--- src/rtl/mult_pkg.sv ---
// Shared widths and FSM encoding for the multiplier datapath and its accumulator.
package mult_pkg;

  localparam int unsigned MULT_PROD_W = 17;
  localparam int unsigned MAC_ACC_W   = 24;
  localparam int unsigned MAC_CNT_W   = 5;

  typedef enum logic [1:0] {
    MAC_IDLE = 2'd0,
    MAC_RUN  = 2'd1,
    MAC_DONE = 2'd2
  } mac_state_e;

endpackage

--- src/rtl/mac_accumulator_sat_add.sv ---
// Unsigned ACC_W-bit adder with zero-extended PROD_W addend; saturates on carry-out.
module mac_accumulator_sat_add
  import mult_pkg::*;
#(
  parameter int unsigned PROD_W = MULT_PROD_W,
  parameter int unsigned ACC_W  = MAC_ACC_W
) (
  input  logic [ACC_W-1:0]  a_i,
  input  logic [PROD_W-1:0] b_i,
  output logic [ACC_W-1:0]  sum_o,
  output logic              carry_o
);

  logic [ACC_W:0] wide_sum;

  always_comb begin
    wide_sum = {1'b0, a_i} + (ACC_W + 1)'(b_i);
    carry_o  = wide_sum[ACC_W];
    sum_o    = carry_o ? '1 : wide_sum[ACC_W-1:0];
  end

endmodule

--- src/rtl/mac_accumulator.sv ---
// Accumulates a stream of unsigned products into one saturating sum per prod_last-terminated group.
module mac_accumulator
  import mult_pkg::*;
#(
  parameter int unsigned PROD_W = MULT_PROD_W,
  parameter int unsigned ACC_W  = MAC_ACC_W,
  parameter int unsigned CNT_W  = MAC_CNT_W
) (
  input  logic              clk,
  input  logic              rst_n,
  input  logic              prod_valid,
  output logic              prod_ready,
  input  logic [PROD_W-1:0] prod,
  input  logic              prod_last,
  output logic              acc_valid,
  input  logic              acc_ready,
  output logic [ACC_W-1:0]  acc,
  output logic [CNT_W-1:0]  acc_count,
  output logic              acc_ovf
);

  mac_state_e       state_q, state_d;
  logic [ACC_W-1:0] acc_q, acc_d;
  logic [CNT_W-1:0] cnt_q, cnt_d;
  logic             ovf_q, ovf_d;

  logic [ACC_W-1:0] add_sum;
  logic             add_carry;
  logic             beat;

  mac_accumulator_sat_add #(
    .PROD_W (PROD_W),
    .ACC_W  (ACC_W)
  ) u_sat_add (
    .a_i     (acc_q),
    .b_i     (prod),
    .sum_o   (add_sum),
    .carry_o (add_carry)
  );

  always_comb begin
    prod_ready = (state_q != MAC_DONE);
    acc_valid  = (state_q == MAC_DONE);
    beat       = prod_valid && prod_ready;
  end

  always_comb begin
    state_d = state_q;
    acc_d   = acc_q;
    cnt_d   = cnt_q;
    ovf_d   = ovf_q;
    unique case (state_q)
      MAC_IDLE: begin
        if (beat) begin
          acc_d   = ACC_W'(prod);
          cnt_d   = CNT_W'(1);
          ovf_d   = 1'b0;
          state_d = prod_last ? MAC_DONE : MAC_RUN;
        end
      end
      MAC_RUN: begin
        if (beat) begin
          // Once overflowed the sum is pinned at all-ones regardless of later addends.
          ovf_d   = ovf_q || add_carry;
          acc_d   = ovf_d ? '1 : add_sum;
          cnt_d   = (cnt_q == '1) ? cnt_q : cnt_q + CNT_W'(1);
          if (prod_last) state_d = MAC_DONE;
        end
      end
      MAC_DONE: begin
        if (acc_ready) state_d = MAC_IDLE;
      end
      default: state_d = MAC_IDLE;
    endcase
  end

  always_ff @(posedge clk) begin
    if (!rst_n) begin
      state_q <= MAC_IDLE;
      acc_q   <= '0;
      cnt_q   <= '0;
      ovf_q   <= 1'b0;
    end else begin
      state_q <= state_d;
      acc_q   <= acc_d;
      cnt_q   <= cnt_d;
      ovf_q   <= ovf_d;
    end
  end

  always_comb begin
    acc       = acc_q;
    acc_count = cnt_q;
    acc_ovf   = ovf_q;
  end

endmodule

--- config.mk ---
export PLATFORM = sky130hd
export DESIGN_NAME = mac_accumulator
export DESIGN_NICKNAME = d
export VERILOG_FILES = /design/src/rtl/mult_pkg.sv /design/src/rtl/mac_accumulator_sat_add.sv /design/src/rtl/mac_accumulator.sv
export SDC_FILE = /design/constraint.sdc
export NUM_CORES = 1
export LEC_CHECK = 0
export BUFFER_PORTS_ARGS = -buffer_cell sky130_fd_sc_hd__buf_2
export CAP_MARGIN = 5
export CORE_ASPECT_RATIO = 0.5
export CORE_MARGIN = 8
export CORE_UTILIZATION = 55
export CTS_CLUSTER_SIZE = 28
export DETAILED_ROUTE_END_ITERATION = 16
export HOLD_SLACK_MARGIN = 0.15
export PLACE_DENSITY = 0.81
export SYNTH_ARGS = -nofsm -noshare
export SYNTH_HDL_FRONTEND = slang
export SYNTH_SLANG_ARGS = --single-unit
--- constraint.sdc ---
create_clock -name clk -period 3.4 [get_ports clk]
set_clock_uncertainty 0.15 [all_clocks]
set_input_delay 0.68 -clock clk [delete_from_list [all_inputs] [get_ports clk]]
set_output_delay 0.68 -clock clk [all_outputs]
set_load 0.01 [all_outputs]
After elaboration in Yosys (flattened, before gate mapping)
Cells that the tools add are included.
- flip-flop bits (word level): 32
- output and inout port bits: 32
- logic and storage cells: 40
- add/subtract/negate cells: 2
- eq/ne operators: 9
- muxes and demuxes: 18
- reduce and logical (&&, ||, !) cells: 7
- operators by type and width (operator ; count):
    $mux 24 ; 4
    $pmux 24 s2 ; 1
    $add 24x17->25 ; 1
    $mux 5 ; 3
    $mux 2 ; 5
    $ne 2x2->1 const B ; 5
    $pmux 5 s2 ; 1
    $reduce_and 4->1 ; 2
    $pmux 2 s3 ; 1
    $add 5x1->5 const B ; 1
    $eq 5x5->1 const B ; 1
    $reduce_and 3->1 ; 1
    $eq 2x1->1 const B ; 1
    $eq 2x2->1 const B ; 1
    $logic_not 2->1 ; 1
    $mux 1 ; 2
    $ne 2x1->1 const B ; 1
    $pmux 1 s2 ; 1
    $reduce_bool 2->1 ; 1
    $logic_and 1x1->1 ; 1
    $logic_or 1x1->1 ; 1

Depth between registers and ports, before layout
Gate-level depths: netlist (run 1).
- word-level depth: 5
- gate-level depth with buffers: 11
- gate-level depth less buffers: 9

Hierarchy
Synthesis (run 1) repeated with hierarchy kept, for this count alone.
- cell total of the unflattened synthesis: 342
- area, all modules: 2667.6 um^2
- modules (own cells, without submodules) (module ; times used ; cells an instance ; area each (um^2) ; sequential area each (um^2)):
    mac_accumulator ; 1 ; 175 ; 1491.4 ; 640.6
    mac_accumulator_sat_add ; 1 ; 167 ; 1176.1 ; 0.0

Least setup slack after synthesis (run 1)
OpenSTA, ideal clock, no wires.
- path type: input port to flip-flop
- start: input prod[0]
- end: register acc_q[3] (netlist: acc[3])
- setup time: 0.117 ns
- arrival: 2.770 ns
- data required time: 3.133 ns
- path slack: 0.363 ns
- cell stages on the path: 11
- buffers on the path: 2
- cells stage by stage: ha_1 fa_1 a211oi_2 o211ai_2 nand3_2 a32oi_1 or3b_1 buf_6 buf_6 o221ai_2 nand2_1
- longest elaborated chain between the ends: 5
- RTL lines (what ; line ; RTL):
    start, declared ; mac_accumulator.sv:13 ; input logic [PROD_W-1:0] prod,
    $add 24x17->25 * ; mac_accumulator_sat_add.sv:17 ; wide_sum = {1'b0, a_i} + (ACC_W + 1)'(b_i);
    $mux 24 / $logic_or 1x1->1 (equally long branches) ; mac_accumulator_sat_add.sv:19, mac_accumulator.sv:64 ;
    $mux 24 * ; mac_accumulator.sv:65 ; acc_d = ovf_d ? '1 : add_sum;
    $mux 24 * ; mac_accumulator.sv:62 ; if (beat) begin
    $pmux 24 s2 * ; mac_accumulator.sv:52 ; unique case (state_q)
    end signal, assigned ; mac_accumulator.sv:80 ; acc_q <= '0;
    end signal, assigned ; mac_accumulator.sv:85 ; acc_q <= acc_d;
    end, declared ; mac_accumulator.sv:23 ; logic [ACC_W-1:0] acc_q, acc_d;
Every way passes the cells marked *; elsewhere a longest branch is shown, timed or not. The select of a mux whose other input is x is not followed.
A chain may end at the register's enable or synchronous reset.

Final worst setup path (run 1)
- start: input prod[0]
- end: register acc_q[16] (netlist: acc[16])
Same word-level chain as after synthesis.

==> results of run 1 <==
[registers in the layout, indices dropped and copies added (netlist names)]
register / flops
acc_count: 5
acc: 24
acc_ovf: 1
state_q: 2
[Yosys cell counts, drive strengths merged (2+ instances only)]
library cell / instances / share of area
nor2b: 4 / 0.010
a211oi: 6 / 0.021
xor2: 10 / 0.036
nor2: 20 / 0.031
nand2b: 3 / 0.0077
nor3: 12 / 0.025
a32oi: 2 / 0.0072
xnor2: 4 / 0.014
ha: 19 / 0.098
nand3: 5 / 0.012
and3: 5 / 0.013
nand4: 4 / 0.010
o31ai: 4 / 0.012
clkbuf: 5 / 0.0077
dfxtp: 32 / 0.26
o221ai: 16 / 0.083
nor3b: 2 / 0.0062
and2: 4 / 0.010
inv: 7 / 0.011
a21oi: 32 / 0.078
a21o: 10 / 0.031
o211ai: 5 / 0.017
o21ai: 10 / 0.024
buf: 11 / 0.030
nand2: 48 / 0.074
a311oi: 2 / 0.0072
[critical path, delay by kind of cell]
family / cells / cell delay, ns
compound gates: 5 / 0.83
fa+ha+maj: 2 / 0.67
simple gates: 2 / 0.54
buf+inv: 2 / 0.30
[layout make-up]
cell class                 instances  area [sq um]  share of cell area
multi-input combinational        243          1670               0.593
sequential                        32           641               0.227
timing repair buffer              60           318               0.113
clock buffer                       7          86.3              0.0306
tap                               57          71.3              0.0253
inverter                           7          26.3             0.00931
clock inverter                     1          7.51             0.00266
[how the worst max path moves through the flow]
stage	startpoint	to	slack [ns]	cells after the start
finish	prod[0]	acc[16]$_SDFFE_PN0P_	0.37	11
global route	prod[0]	acc[10]$_SDFFE_PN0P_	0.25	11
CTS	prod[0]	acc[16]$_SDFFE_PN0P_	0.38	11
detailed placement	prod[0]	acc[10]$_SDFFE_PN0P_	0.07	11
global placement	prod[0]	acc[10]$_SDFFE_PN0P_	0.17	11
floorplan	prod[0]	acc[3]$_SDFFE_PN0P_	0.36	11
[cells by family (layout without fill, tap and decap cells)]
logic type / count (synthesis) / after routing / share of synthesized area
and+or+nand+nor: 113 / 113 / 0.219
AOI/OAI and AO/OA: 96 / 96 / 0.312
DFF: 32 / 32 / 0.264
buffers and inverters: 23 / 75 / 0.0484
adders and majority gates: 20 / 20 / 0.106
xor gates and xnor gates: 14 / 14 / 0.0504
[metal layers]
layer	wire [microns]	global-route usage
met5	0	0
met1	2760	0.209
met3	420	0.0453
met2	3030	0.296
met4	62	0.0501
[power groups by stage]
| stage | clock, mW | combinational, mW | sequential [mW] |
|---|---|---|---|
| after floorplan | 0 | 0.236 | 0.428 |
| after global placement | 0 | 0.319 | 0.420 |
| after detailed placement | 0 | 0.330 | 0.422 |
| after CTS | 0.319 | 0.331 | 0.413 |
| after global routing | 0.337 | 0.362 | 0.416 |
| final | 0.309 | 0.331 | 0.413 |
[stage by stage]
stage               setup slack [ns]   util  cell area, sq um  std cells
floorplan                      0.363      -              2430        298
global placement               0.172  0.632              2730        399
detailed placement            0.0744  0.632              2730        399
CTS                            0.385  0.654              2820        407
global route                   0.248  0.654              2820        407
finish                         0.373  0.654              2820        407
==> flow_summary_export.csv, run 1 <==
group,metric,value,unit
status,status,"finished, final reports clean",
setup_path,timing.rr.start,"acc[0]$_SDFFE_PN0P_",
sta,finalSetupTns,0,ns
final_layout,drive_above_1_share,0.246,
sta,rsz0062_at_grt,"false",
power,p_clk_frac,0.293,
sta,fmaxAchievable,330,MHz
sta,slew_headroom,0.542,
power,leakage,1.37,nW
sta,tightest_slew,0.679,ns
final_layout,final_nets,391,
power,ir_drop,0.000186,V
clocking,clock_latency,0.29,ns
clocking,max-clock-path-buffers,2,
setup_path,required,3.41,ns
drt,drc,0,
final_layout,syn2layout_area_growth,16.1,%
setup_path,critPathKind,"input pin to flop",
grt,grt_start_max_net_pins,27,
grt,gr-total-overflow,0,
power,finalPower,1.05,mW
flow_run,drv_cap,0,
sta,hold_slack,0.307,ns
grt,grt_pass1_vias,2278,
setup_path,crit_fanout,9,
grt,antenna_found_initial,0,
final_layout,diodes,0,
sta,setup_viol,0,
yosys,netlist_area,2430,sq um
placement,place_congestion,0.864,
power,p_seq_frac,0.392,
sta,hold_violations,0,
floorplan,ios,54,
floorplan,start_util,0.563,
grt,grt_use_total,0.174,
sta,drv_slew,0,
floorplan,row_count,17,
setup_path,cpPeakStageDelay,0.44,ns
power,switching_share,0.345,
yosys,ys_warn_count,0,
setup_path,cp-start-kind,"input pin",
yosys,syn_inst,298,
placement,io_buffers,53,
placement,place_hpwl,4870,microns
hold_path,min_path_cells,2,
sta,finalCritPeriodShare,0.890,
yosys,synth_cell_types,53,
floorplan,die_h,63.0,microns
final_layout,final_common_cell,"buf_2",
yosys,ys_dominant_reg_cell,"dfxtp_1",
drt,drt_pass1_iterations,4,
clocking,clkSlewWorstSetupHoldPaths,0.07,ns
final_layout,final_cell_mix,"buf_2 (53), nand2_1 (48), dfxtp_1 (32)",
floorplan,core_area,4320,sq um
yosys,synth_seq_cells,32,
clocking,cts_buffers,5,
setup_path,reg2reg_to,"acc[16]$_SDFFE_PN0P_",
clocking,clock-sinks,32,
setup_path,r2r_cells,10,
clocking,cts-root-buf,"clkbuf_8",
yosys,ys_async_sr_fraction,0,
setup_path,crit_path_end_kind,"flop",
drt,initialDrtViolationCount,89,
yosys,synth_edf_count,0,
clocking,cts_resized,0,
power,p_per_area,373,nW/um^2
final_layout,fillers,407,
yosys,synth.avg_cell_area,8.16,sq um
drt,wirelength,6270,microns
hold_path,holdCritPathClass,"flop to flop",
drt,postRouteAntennaNets,0,
drt,wl_per_cell,15.4,microns
floorplan,fp.dieW,110,microns
power,switching_power,0.364,mW
setup_path,worstPathCellList,"buf_2 > ha_1 > fa_1 > a211oi_2 > o211ai_2 > nand3_2 > a32oi_1 > or3b_1 > buf_4 > o221ai_1 > a21oi_1",
setup_path,reg2reg_slack,0.56,ns
yosys,synth_nets,340,
power,internal_power,0.690,mW
setup_path,worstPathArrival,3.04,ns
floorplan,die-area,6930,sq um
clocking,h-tree-depth,2,
power,power_frac_comb,0.314,
drt,via_per_inst,5.96,
hold_path,holdCritStartpoint,"acc[14]$_SDFFE_PN0P_",
drt,vias,2424,
setup_path,worst_path_max_delay_cell,"fa_1",
sta,post-route-min-period,3.03,ns
clocking,hold_buffers,0,
clocking,cts_tree,"built",
yosys,ys_seq_area_frac,0.264,
hold_path,whs_endpoint,"acc[14]$_SDFFE_PN0P_",
grt,grt_pass1_wl,10100,microns
clocking,cts_setup_buffers,0,
Power figures use the tool's default switching activity.
==> run 2, diff against run 1 <==
clock period = 3 ns   (was 3.4 ns; I/O delays follow)
==> run 2 against run 1 <==
Against the previous run: die area unchanged; register-to-register slack worse by 0.30 ns; power up 21%; global-route usage up 1.1 points; clock-buffer cell count down 1; via count up 1.9%.
==> flow_summary_export.csv, run 2 (same netlist as run 1, synthesis figures left out) <==
group,metric,value,unit
placement,place_congestion,0.865,
placement,io_buffers,53,
setup_path,crit_path_end_kind,"flop",
final_layout,drive_above_1_share,0.269,
drt,wirelength,6550,microns
setup_path,worstPathCellList,"buf_2 > ha_1 > fa_1 > a211oi_2 > o211ai_2 > nand3_2 > a32oi_1 > or3b_1 > buf_4 > o221ai_1 > a21oi_1",
sta,fmaxAchievable,353,MHz
drt,via_per_inst,5.91,
power,switching_power,0.423,mW
drt,wl_per_cell,15.7,microns
clocking,max-clock-path-buffers,2,
power,power_frac_comb,0.308,
setup_path,worstPathArrival,2.85,ns
grt,grt.busiest_layer,"met2",
power,leakage,1.43,nW
floorplan,die-area,6930,sq um
sta,rsz0062_at_grt,"false",
placement,dpl_cell_area,2810,sq um
placement,dp_slack,-0.159,ns
power,ir_drop,0.000176,V
sta,tightest_slew,0.758,ns
final_layout,final_cell_mix,"buf_2 (53), nand2_1 (48), dfxtp_1 (32)",
flow_run,drv_cap,0,
grt,grt.met1_usage,0.221,
floorplan,ios,54,
setup_path,critPathKind,"input pin to flop",
setup_path,cpPeakStageDelay,0.41,ns
drt,initialDrtViolationCount,103,
floorplan,fp.dieW,110,microns
setup_path,reg2reg_to,"acc[16]$_SDFFE_PN0P_",
sta,slew_headroom,0.489,
grt,grt_start_max_net_pins,26,
final_layout,design_area,2920,sq um
floorplan,core_area,4320,sq um
placement,place_hpwl,4930,microns
final_layout,largest_register_ffs,24,
sta,setup_viol,0,
sta,finalCritPeriodShare,0.945,
clocking,clock_latency,0.29,ns
setup_path,worst_path_max_delay_cell,"or3b_1",
sta,fin_ws,0.166,ns
clocking,cts-root-buf,"clkbuf_8",
clocking,cts_tree,"built",
power,switching_share,0.331,
sta,finalSetupTns,0,ns
grt,gr-usage-met2,0.303,
grt,antenna_found_initial,0,
sta,hold_slack,0.306,ns
drt,postRouteAntennaNets,0,
hold_path,whs_endpoint,"acc[14]$_SDFFE_PN0P_",
clocking,cts_setup_buffers,0,
status,status,"finished, final reports clean",
clocking,hold_buffers,0,
setup_path,reg2reg_slack,0.26,ns
hold_path,min_path_cells,2,
grt,grt_use_total,0.185,
hold_path,holdCritPathClass,"flop to flop",
drt,drt_pass1_iterations,4,
clocking,cts_buffers,5,
sta,drv_slew,0,
final_layout,diodes,0,
clocking,clock-sinks,32,
setup_path,required,3.02,ns
setup_path,cp-start-kind,"input pin",
power,finalPower,1.28,mW
floorplan,row_count,17,
drt,vias,2469,
power,p_clk_frac,0.324,
clocking,clkSlewWorstSetupHoldPaths,0.07,ns
final_layout,syn2layout_area_growth,20.1,%
grt,gr-total-overflow,0,
sta,hold_violations,0,
sta,post-route-min-period,2.83,ns
setup_path,crit_fanout,9,
power,p_per_area,437,nW/um^2
clocking,h-tree-depth,2,
power,internal_power,0.854,mW
setup_path,timing.rr.start,"acc[0]$_SDFFE_PN0P_",
grt,grt_util_met3,0.0484,
hold_path,holdCritStartpoint,"acc[14]$_SDFFE_PN0P_",
setup_path,r2r_cells,10,
clocking,cts_resized,0,
grt,grt_pass1_wl,10500,microns
final_layout,final_nets,402,
final_layout,final_common_cell,"buf_2",
grt,grt_pass1_vias,2332,
floorplan,start_util,0.563,
power,p_seq_frac,0.367,
floorplan,die_h,63.0,microns
drt,drc,0,
[run 2: cell types whose count changed in the layout (fill, tap and decap cells not counted)]
cell        previous run  this run
clkinv_2               0         1
buf_4                  7        18
clkinvlp_4             1         0
clkbuf_8               6         5
bufinv_16              0         1
[run 2: cell type report]
cell class,count,area (sq um)
Clock buffer,6,72.6
Clock inverter,2,35.0
Fill cell,365,1400
Inverter,7,26.3
Multi-Input combinational cell,243,1670
Sequential cell,32,641
Tap cell,57,71.3
Timing Repair Buffer,71,400
[run 2: routing by layer]
metal / wire length (microns) / share of wire
met4: 93 / 0.014
met2: 3130 / 0.48
met3: 456 / 0.070
met5: 0 / 0
met1: 2870 / 0.44
[run 2: stage by stage]
| step | instances | util |
|---|---|---|
| floorplan | 298 | - |
| global placement | 410 | 0.651 |
| detailed placement | 410 | 0.651 |
| CTS | 418 | 0.676 |
| global route | 418 | 0.676 |
| finish | 418 | 0.676 |
[run 2: critical path: cells and delay by family]
kind | cells | cell delay (ns)
AO/OA/AOI/OAI | 5 | 0.81
adder cells (fa/ha/maj) | 2 | 0.62
AND/OR/NAND/NOR | 2 | 0.52
buffers and inverters | 2 | 0.30
[run 2: worst max path at each step]
stage	startpoint	to	slack, ns
final	prod[0]	acc[16]$_SDFFE_PN0P_	0.17
after global routing	prod[0]	acc[7]$_SDFFE_PN0P_	0.05
after CTS	prod[0]	acc[10]$_SDFFE_PN0P_	0.15
after detailed placement	prod[0]	acc[10]$_SDFFE_PN0P_	-0.16
after global placement	prod[0]	acc[10]$_SDFFE_PN0P_	-0.08
after floorplan	prod[0]	acc[3]$_SDFFE_PN0P_	0.04
[run 2: power by group through the flow]
stage	registers [mW]	logic, mW	clock network [mW]
after floorplan	0.485	0.267	0
after global placement	0.476	0.377	0
after detailed placement	0.478	0.388	0
after CTS	0.468	0.391	0.419
after global routing	0.472	0.429	0.442
final	0.469	0.393	0.414
==> run 3, diff against run 2 <==
CTS_BUF_LIST = sky130_fd_sc_hd__clkbuf_8   (was unset)
==> run 3 against run 2 <==
Against the previous run: clock power barely moved; clock-buffer cell count is 1 lower; power is 0.24% lower; sequential share of layout area unchanged; routed wire length barely moved; worst setup slack gained 0.0010 ns; register-to-register slack is essentially flat; flip-flop and latch count is the same; die area stayed put; largest power group unchanged.
==> flow_summary_export.csv, run 3 (same netlist as run 1, synthesis figures left out) <==
group,metric,value,unit
placement,dp_slack,-0.159,ns
drt,initialDrtViolationCount,105,
placement,io_buffers,53,
drt,wirelength,6560,microns
sta,finalSetupTns,0,ns
setup_path,worstPathCellList,"buf_2 > ha_1 > fa_1 > a211oi_2 > o211ai_2 > nand3_2 > a32oi_1 > or3b_1 > buf_4 > o221ai_1 > a21oi_1",
clocking,clock_latency,0.29,ns
final_layout,multi_input_area,1670,sq um
power,finalPower,1.27,mW
final_layout,drive_above_1_share,0.269,
clocking,cts-root-buf,"clkbuf_8",
drt,vias,2471,
floorplan,fp.dieW,110,microns
final_layout,fillers,365,
placement,place_hpwl,4930,microns
floorplan,row_count,17,
grt,grt_pass1_wl,10500,microns
floorplan,core_area,4320,sq um
clocking,cts_resized,0,
final_layout,finalNonFillerCells,418,
setup_path,timing.rr.start,"acc[0]$_SDFFE_PN0P_",
power,p_per_area,436,nW/um^2
floorplan,start_util,0.563,
setup_path,crit_path_end_kind,"flop",
final_layout,largest_register_ffs,24,
final_layout,final_cell_mix,"buf_2 (53), nand2_1 (48), dfxtp_1 (32)",
clocking,clkSlewWorstSetupHoldPaths,0.07,ns
sta,hold_slack,0.306,ns
placement,placedCellCount,410,
final_layout,diodes,0,
setup_path,crit_fanout,8,
drt,drc,0,
clocking,h-tree-depth,2,
final_layout,seqCellArea,641,sq um
grt,grt_use_total,0.185,
sta,fin_ws,0.167,ns
clocking,cts_buffers,5,
clocking,cts_tree,"built",
clocking,max-clock-path-buffers,2,
setup_path,critPathKind,"input pin to flop",
sta,drv_slew,0,
grt,grt_pass1_vias,2332,
status,status,"finished, final reports clean",
floorplan,ios,54,
floorplan,die_h,63.0,microns
sta,setup_viol,0,
hold_path,holdCritStartpoint,"acc[14]$_SDFFE_PN0P_",
drt,via_per_inst,5.91,
grt,gr-total-overflow,0,
clocking,hold_buffers,0,
grt,grt_start_max_net_pins,26,
setup_path,startpoint,"prod[0]",
drt,wl_per_cell,15.7,microns
power,ir_drop,0.000175,V
grt,antenna_found_initial,0,
final_layout,design_area,2920,sq um
hold_path,holdCritPathClass,"flop to flop",
sta,fmaxAchievable,353,MHz
final_layout,finish.utilization,0.676,
sta,post-route-min-period,2.83,ns
setup_path,worst_path_max_delay_cell,"or3b_1",
sta,rsz0062_at_grt,"false",
sta,hold_violations,0,
flow_run,drv_cap,0,
clocking,cts_setup_buffers,0,
setup_path,cpPeakStageDelay,0.41,ns
sta,slew_headroom,0.489,
final_layout,final_common_cell,"buf_2",
drt,postRouteAntennaNets,0,
clocking,clock-sinks,32,
placement,place_congestion,0.865,
setup_path,required,3.02,ns
setup_path,worstPathArrival,2.85,ns
floorplan,die-area,6930,sq um
final_layout,syn2layout_area_growth,20.1,%
drt,drt_pass1_iterations,4,
setup_path,cp-start-kind,"input pin",
final_layout,final_nets,402,
sta,finalCritPeriodShare,0.944,
power,leakage,1.44,nW
sta,tightest_slew,0.758,ns
placement,dpl_cell_area,2810,sq um
==> run 3: area by class of cell <==
type	instances	area share
Clock buffer	5	0.0236
Clock inverter	3	0.0133
Inverter	7	0.00900
Multi-Input combinational cell	243	0.573
Sequential cell	32	0.219
Tap cell	57	0.0244
Timing Repair Buffer	71	0.137
==> run 3: final timing paths <==
path | endpoint | slack, ns | cells after the start
hold / removal | acc[14]$_SDFFE_PN0P_ | 0.31 | 2
setup / recovery | acc[10]$_SDFFE_PN0P_ | 0.17 | 11
setup reg to reg | acc[10]$_SDFFE_PN0P_ | 0.26 | 10
hold reg to reg | acc[14]$_SDFFE_PN0P_ | 0.31 | 2
==> run 3: routing by layer <==
| layer | vias to the layer above | global-route usage | share of wire |
|---|---|---|---|
| met2 | 88 | 0.303 | 0.48 |
| met4 | 0 | 0.0801 | 0.014 |
| met5 | - | 0 | 0 |
| li1 | 1235 | - | - |
| met3 | 10 | 0.0484 | 0.069 |
| met1 | 1138 | 0.221 | 0.44 |
==> run 3: critical path: cells and delay by family <==
family,cells,cell delay [ns]
AO/OA/AOI/OAI,5,0.81
adder cells (fa/ha/maj),2,0.62
buffers and inverters,2,0.31
AND/OR/NAND/NOR,2,0.52
==> run 3: power by group <==
part / internal [mW] / total (mW) / switching, mW
registers: 0.448 / 0.469 / 0.0202
clock network: 0.243 / 0.411 / 0.168
logic: 0.159 / 0.394 / 0.235
total: 0.850 / 1.27 / 0.423
